## src/rtl/xres_sequencer.sv

```systemverilog
// External/software reset sequencer: synchronizes and optionally filters the XRES pad,
// then holds and stretches a registered system reset, recording what caused it.
module xres_sequencer #(
   parameter int FILT_CYCLES    = 16,
   parameter int STRETCH_CYCLES = 1024,
   parameter int CNT_W          = 16
) (
   input  logic       wb_clk_i,
   input  logic       wb_rst_i,
   input  logic       xres_h_n_i,
   input  logic       sw_rst_req_i,
   input  logic       filt_en_i,
   output logic       pad_inp_sel_o,
   output logic       sys_rst_o,
   output logic       sys_rst_n_o,
   output logic [1:0] rst_cause_o,
   output logic [1:0] state_o
);

   typedef enum logic [1:0] {
      ST_RUN     = 2'b00,
      ST_FILTER  = 2'b01,
      ST_HOLD    = 2'b10,
      ST_STRETCH = 2'b11
   } state_t;

   localparam logic [1:0] CAUSE_POR = 2'b00;
   localparam logic [1:0] CAUSE_PAD = 2'b01;
   localparam logic [1:0] CAUSE_SW  = 2'b10;

   // Both terminal counts must fit the counter, otherwise the compare would never match.
   generate
      if (FILT_CYCLES < 1 || longint'(FILT_CYCLES) >= (longint'(1) << CNT_W)) begin : g_bad_filt
         $error("xres_sequencer: FILT_CYCLES must be in [1, 2**CNT_W - 1]");
      end
      if (STRETCH_CYCLES < 1 || longint'(STRETCH_CYCLES) >= (longint'(1) << CNT_W)) begin : g_bad_stretch
         $error("xres_sequencer: STRETCH_CYCLES must be in [1, 2**CNT_W - 1]");
      end
   endgenerate

   localparam logic [CNT_W-1:0] FILT_LAST    = CNT_W'(FILT_CYCLES - 1);
   localparam logic [CNT_W-1:0] STRETCH_LAST = CNT_W'(STRETCH_CYCLES - 1);

   logic             sync1_q, sync2_q;
   state_t           state_q, state_d;
   logic [CNT_W-1:0] cnt_q, cnt_d;
   logic [1:0]       cause_q, cause_d;
   logic             sys_rst_q, sys_rst_d;
   logic             sys_rst_n_q;
   logic             pad_sel_q;
   logic             xs;

   assign xs = sync2_q;

   always_comb begin
      state_d = state_q;
      cnt_d   = cnt_q;
      cause_d = cause_q;
      unique case (state_q)
         ST_RUN: begin
            // Pad takes priority over a simultaneous software request.
            if (!xs) begin
               if (filt_en_i) begin
                  state_d = ST_FILTER;
                  cnt_d   = '0;
               end else begin
                  state_d = ST_HOLD;
                  cause_d = CAUSE_PAD;
               end
            end else if (sw_rst_req_i) begin
               state_d = ST_STRETCH;
               cnt_d   = '0;
               cause_d = CAUSE_SW;
            end
         end
         ST_FILTER: begin
            if (xs) begin
               state_d = ST_RUN;
            end else if (cnt_q == FILT_LAST) begin
               state_d = ST_HOLD;
               cause_d = CAUSE_PAD;
            end else begin
               cnt_d = cnt_q + 1'b1;
            end
         end
         ST_HOLD: begin
            if (xs) begin
               state_d = ST_STRETCH;
               cnt_d   = '0;
            end
         end
         ST_STRETCH: begin
            if (!xs) begin
               state_d = ST_HOLD;
            end else if (cnt_q == STRETCH_LAST) begin
               state_d = ST_RUN;
            end else begin
               cnt_d = cnt_q + 1'b1;
            end
         end
      endcase
      sys_rst_d = (state_d == ST_HOLD) || (state_d == ST_STRETCH);
   end

   always_ff @(posedge wb_clk_i) begin
      if (wb_rst_i) begin
         sync1_q     <= 1'b1;
         sync2_q     <= 1'b1;
         state_q     <= ST_STRETCH;
         cnt_q       <= '0;
         cause_q     <= CAUSE_POR;
         sys_rst_q   <= 1'b1;
         sys_rst_n_q <= 1'b0;
         pad_sel_q   <= 1'b0;
      end else begin
         sync1_q     <= xres_h_n_i;
         sync2_q     <= sync1_q;
         state_q     <= state_d;
         cnt_q       <= cnt_d;
         cause_q     <= cause_d;
         sys_rst_q   <= sys_rst_d;
         sys_rst_n_q <= ~sys_rst_d;
         pad_sel_q   <= ~filt_en_i;
      end
   end

   assign pad_inp_sel_o = pad_sel_q;
   assign sys_rst_o     = sys_rst_q;
   assign sys_rst_n_o   = sys_rst_n_q;
   assign rst_cause_o   = cause_q;
   assign state_o       = state_q;

endmodule

```

## config.mk

```make
export PLATFORM = sky130hd
export DESIGN_NAME = xres_sequencer
export DESIGN_NICKNAME = d
export VERILOG_FILES = /design/src/rtl/xres_sequencer.sv
export SDC_FILE = /design/constraint.sdc
export NUM_CORES = 1
export LEC_CHECK = 0
export BUFFER_PORTS_ARGS = -buffer_cell sky130_fd_sc_hd__buf_2
export CAP_MARGIN = 40
export CORE_MARGIN = 3
export CORE_UTILIZATION = 45
export CTS_CLUSTER_DIAMETER = 100
export DETAILED_ROUTE_END_ITERATION = 6
export GPL_TIMING_DRIVEN = 0
export MAX_ROUTING_LAYER = met4
export PLACE_DENSITY = 0.66
export SLEW_MARGIN = 20
export SYNTH_ARGS = -nofsm -noshare
export SYNTH_HDL_FRONTEND = slang
export SYNTH_SLANG_ARGS = --single-unit
```

## constraint.sdc

```tcl
create_clock -name wb_clk_i -period 1.9 [get_ports wb_clk_i]
set_clock_uncertainty 0.1 [all_clocks]
set_input_delay 0.19 -clock wb_clk_i [delete_from_list [all_inputs] [get_ports wb_clk_i]]
set_output_delay 0.19 -clock wb_clk_i [all_outputs]
set_load 0.1 [all_outputs]
```

==> impl_metrics.prom <==
# TYPE chip_impl_metric gauge
chip_impl_metric{name="layout.cells.non_filler",unit=""} 211
chip_impl_metric{name="power.static_leakage",unit="nW"} 0.586
chip_impl_metric{name="power.share.sequential",unit="%"} 61.9
chip_impl_metric{name="clock_power_share",unit="%"} 27.1
chip_impl_metric{name="grt_first_pass_wirelength",unit="µm"} 5520
chip_impl_metric{name="drtIter0Drc",unit=""} 40
chip_impl_metric{name="power.net_switching",unit="W"} 0.000222
chip_impl_metric{name="grt_pass1_vias",unit=""} 1202
chip_impl_info{name="cp-end-kind",value="flop"} 1
chip_impl_info{name="holdCritStartpoint",value="sw_rst_req_i"} 1
chip_impl_metric{name="wl_per_cell",unit="µm"} 16.1
chip_impl_metric{name="drc",unit=""} 0
chip_impl_metric{name="layout_worst_path_cycle_share",unit="%"} 112
chip_impl_metric{name="totalWireLength",unit="µm"} 3400
chip_impl_metric{name="globalRouteTotalUtil",unit="%"} 20.9
chip_impl_metric{name="initial_utilization",unit="%"} 49.4
chip_impl_metric{name="fp-row-count",unit=""} 18
chip_impl_metric{name="ys_warn_count",unit=""} 0
chip_impl_metric{name="clk_pin_slew_worst_paths",unit="ps"} 130
chip_impl_metric{name="dieWidth",unit="µm"} 59.1
chip_impl_metric{name="grt_max_degree",unit=""} 14
chip_impl_metric{name="setup_tns",unit="ps"} -3010
chip_impl_info{name="r2r_start",value="cnt_q[11]$_SDFFE_PP0P_"} 1
chip_impl_metric{name="cell_internal_pwr",unit="W"} 0.000621
chip_impl_metric{name="port_buffers",unit=""} 10
chip_impl_metric{name="finalSetupViolCount",unit=""} 19
chip_impl_metric{name="worst_ep_arrival_time",unit="ps"} 2260
chip_impl_metric{name="worst_setup_slack_post_dpl",unit="ps"} -358
chip_impl_metric{name="worstHoldPathCells",unit=""} 4
chip_impl_metric{name="area_delta_synth_final",unit="%"} 31.2
chip_impl_metric{name="fmax",unit="GHz"} 0.469
chip_impl_info{name="library_cell_used_as_clock_root_buffer",value="sky130_fd_sc_hd__clkbuf_4"} 1
chip_impl_metric{name="syn-num-nets",unit=""} 162
chip_impl_info{name="status",value="complete, but fails checks"} 1
chip_impl_metric{name="comb_power_share",unit="%"} 11.0
chip_impl_metric{name="syn_avg_cell_area",unit="µm²"} 8.12
chip_impl_metric{name="power.share.switching",unit="%"} 26.3
chip_impl_metric{name="io_pins",unit=""} 12
chip_impl_metric{name="timing_max_transition_violations_final",unit=""} 0
chip_impl_info{name="worstSetupStartpointType",value="flop"} 1
chip_impl_metric{name="proportion_of_synthesized_chip_area_in_sequential_cells",unit="%"} 37.9
chip_impl_metric{name="synthCells",unit=""} 156
chip_impl_metric{name="ff2ff_setup_slack",unit="ps"} -230
chip_impl_metric{name="period_minus_slack",unit="ps"} 2130
chip_impl_metric{name="post-dp-hpwl",unit="µm"} 2260
chip_impl_metric{name="pwr_density_cell",unit="nW/µm²"} 507
chip_impl_metric{name="post_synth_num_cell_types",unit=""} 43
chip_impl_metric{name="remaining_overflow_grt",unit=""} 0
chip_impl_metric{name="cts-buffers-inserted",unit=""} 3
chip_impl_metric{name="ys_seq_elements",unit=""} 24
chip_impl_info{name="failed_checks",value="negative setup slack"} 1
chip_impl_metric{name="total_placed_cells_including_tap_cells",unit=""} 196
chip_impl_metric{name="worst_slew_pin_slew",unit="ps"} 573
chip_impl_metric{name="cts_max_level",unit=""} 1
chip_impl_info{name="regToRegEndpoint",value="cnt_q[6]$_SDFFE_PP0P_"} 1
chip_impl_metric{name="final_antenna_net_count",unit=""} 0
chip_impl_metric{name="hold_viol_final",unit=""} 0
chip_impl_metric{name="dpl_cell_area",unit="µm²"} 1420
chip_impl_metric{name="grt_antenna_before_repair",unit=""} 0
chip_impl_metric{name="fp.coreArea",unit="µm²"} 2570
chip_impl_metric{name="critical_path_peak_fanout",unit=""} 3
chip_impl_metric{name="gpl.final_weighted_congestion",unit=""} 0.855
chip_impl_info{name="timing.hold.worst.class",value="primary input to flop"} 1
chip_impl_metric{name="design.die.area",unit="µm²"} 3490
chip_impl_metric{name="setup_ws",unit="ps"} -231
chip_impl_metric{name="vias_per_cell",unit=""} 6.30
chip_impl_metric{name="firstDrtPassIters",unit=""} 4
chip_impl_info{name="whs_endpoint",value="rst_cause_o[1]$_SDFFE_PP0P_"} 1
chip_impl_metric{name="cts_num_sinks",unit=""} 24
chip_impl_metric{name="max-vdd-ir-drop",unit="V"} 0.000477
chip_impl_info{name="rsz0062_at_grt",value="true"} 1
chip_impl_metric{name="insertedDiodeCount",unit=""} 0
chip_impl_metric{name="cap_viol_max_count",unit=""} 0
chip_impl_metric{name="worstRegToRegCells",unit=""} 5
chip_impl_metric{name="routed-via-count",unit=""} 1329
chip_impl_metric{name="clockBufferDepth",unit=""} 2
chip_impl_metric{name="fp.dieH",unit="µm"} 59.1
chip_impl_info{name="tritoncts",value="yes"} 1
chip_impl_metric{name="syn_area",unit="µm²"} 1270
chip_impl_metric{name="finalHoldWorstSlack",unit="ps"} 218
chip_impl_metric{name="worstPathRequired",unit="ps"} 2030
chip_impl_metric{name="design.final.nets",unit=""} 188
chip_impl_metric{name="worstSkewPairLatency",unit="ps"} 320
chip_impl_metric{name="num-fill-cells",unit=""} 227
chip_impl_metric{name="max-slew-margin-rel",unit="%"} 61.8
chip_impl_metric{name="post_route_cells_drive_above_1_share",unit="%"} 35.9
chip_impl_info{name="path_class",value="flop to flop"} 1
chip_impl_metric{name="post-route-cell-area",unit="µm²"} 1660
[worst max-delay path by stage]
| stage | from | end | cells after the start |
|---|---|---|---|
| CTS | cnt_q[11]$_SDFFE_PP0P_ | cnt_q[6]$_SDFFE_PP0P_ | 5 |
| global route | cnt_q[11]$_SDFFE_PP0P_ | cnt_q[11]$_SDFFE_PP0P_ | 7 |
| floorplan | cnt_q[11]$_SDFFE_PP0P_ | cnt_q[6]$_SDFFE_PP0P_ | 5 |
| finish | cnt_q[11]$_SDFFE_PP0P_ | cnt_q[6]$_SDFFE_PP0P_ | 5 |
| detailed placement | cnt_q[5]$_SDFFE_PP0P_ | cnt_q[3]$_SDFFE_PP0P_ | 7 |
| global placement | cnt_q[5]$_SDFFE_PP0P_ | cnt_q[6]$_SDFFE_PP0P_ | 7 |
[cell usage in the layout (no fill, tap or decap), drive strengths merged, types with 3 or more instances in the layout]
master and instances:
dfxtp 24, buf 24, nand2 14, a21oi 10, nand3 10, nor2 8
o21ai 8, clkbuf 7, nand4 6, inv 5, o31ai 5, o32ai 5
or4 4, nor3 4, or2 4, or3 4, a31oi 4, o311ai 3
and3 3, a211oi 3
[timing repair]
action	in CTS	in global routing
resized for setup	15	23
hold endpoints to repair	2	0
pin swaps	5	4
setup endpoints to repair	20	21
hold buffers	2	0
buffers inserted	6	5
[cell families after synthesis]
kind of cell	count (synthesis)	share of synthesized area, %
buf+inv	15	5.03
simple gates	67	29.3
flops	24	37.9
fa+ha+maj	1	0.987
mux	1	0.790
compound gates	48	26.0
[cells in the mapped netlist (all sizes together)]
| cell type | instances | area (µm²) |
|---|---|---|
| o311ai | 3 | 26.3 |
| or3b | 1 | 8.76 |
| nand2 | 14 | 52.6 |
| mux2i | 1 | 10.0 |
| o211ai | 1 | 7.51 |
| a311oi | 1 | 8.76 |
| nand4b | 1 | 8.76 |
| nor2 | 8 | 32.5 |
| a21oi | 10 | 50.1 |
| o22ai | 1 | 6.26 |
| nand3 | 10 | 50.1 |
| o31ai | 5 | 37.5 |
| nor4 | 2 | 12.5 |
| o21ba | 1 | 10.0 |
| nor2b | 2 | 12.5 |
| dfxtp | 24 | 480 |
| o2bb2ai | 2 | 17.5 |
| and2 | 2 | 12.5 |
| nand2b | 2 | 12.5 |
| ha | 1 | 12.5 |
| and3 | 3 | 18.8 |
| inv | 5 | 18.8 |
| o32ai | 5 | 43.8 |
| or2 | 4 | 25.0 |
| clkinv | 1 | 3.75 |
| o21a | 1 | 7.51 |
| a31o | 1 | 8.76 |
| or4 | 4 | 37.5 |
| nor3 | 4 | 25.0 |
| nand4 | 6 | 37.5 |
| o21ai | 8 | 40.0 |
| buf | 3 | 18.8 |
| clkbuf | 6 | 22.5 |
| or3 | 4 | 25.0 |
| a211oi | 3 | 22.5 |
| a311o | 1 | 10.0 |
| a21o | 1 | 7.51 |
| a31oi | 4 | 25.0 |
[sequential cells by signal (all words and copies together) (netlist names)]
signal / cells
cnt_q: 16
rst_cause_o: 2
pad_inp_sel_o: 1
state_o: 1
sync1_q: 1
sync2_q: 1
sys_rst_n_o: 1
sys_rst_o: 1
[power by group through the flow]
stage,combinational [W],clock [W],sequential (W)
global placement,0.0000779,0,0.000532
detailed placement,0.0000793,0,0.000533
CTS,0.0000854,0.000237,0.000521
finish,0.0000928,0.000229,0.000522
floorplan,0.0000477,0,0.000542
global route,0.000102,0.000253,0.000524
[through the flow]
stage | util [%] | power [W]
floorplan | - | 0.000590
global placement | 55.3 | 0.000610
detailed placement | 55.3 | 0.000612
CTS | 60.0 | 0.000843
global route | 64.8 | 0.000879
finish | 64.8 | 0.000843
[critical path: stages (launching register included)]
cell and delay [ps]:
sky130_fd_sc_hd__dfxtp_4 370, sky130_fd_sc_hd__or4_4 530, sky130_fd_sc_hd__or4_4 440, sky130_fd_sc_hd__or2_1 240, sky130_fd_sc_hd__a311o_1 320, sky130_fd_sc_hd__o31ai_1 60
[final cells by class]
type	count	area [µm²]	share of cell area (%)
Tap cell	30	37.5	2.26
Inverter	6	22.5	1.35
Buffer	7	57.6	3.46
Multi-Input combinational cell	117	846	50.9
Clock buffer	3	22.5	1.35
Timing Repair Buffer	23	171	10.3
Sequential cell	24	502	30.2
Clock inverter	1	3.75	0.226
[per-layer routing]
metal	wire (µm)	GRT usage, %	vias to the layer above
met5	0	-	-
met4	31	5.18	0
met3	209	3.92	4
met2	1590	32.3	35
met1	1560	28.0	642
li1	-	-	648
Note: power is estimated with default switching activity, not from simulation.
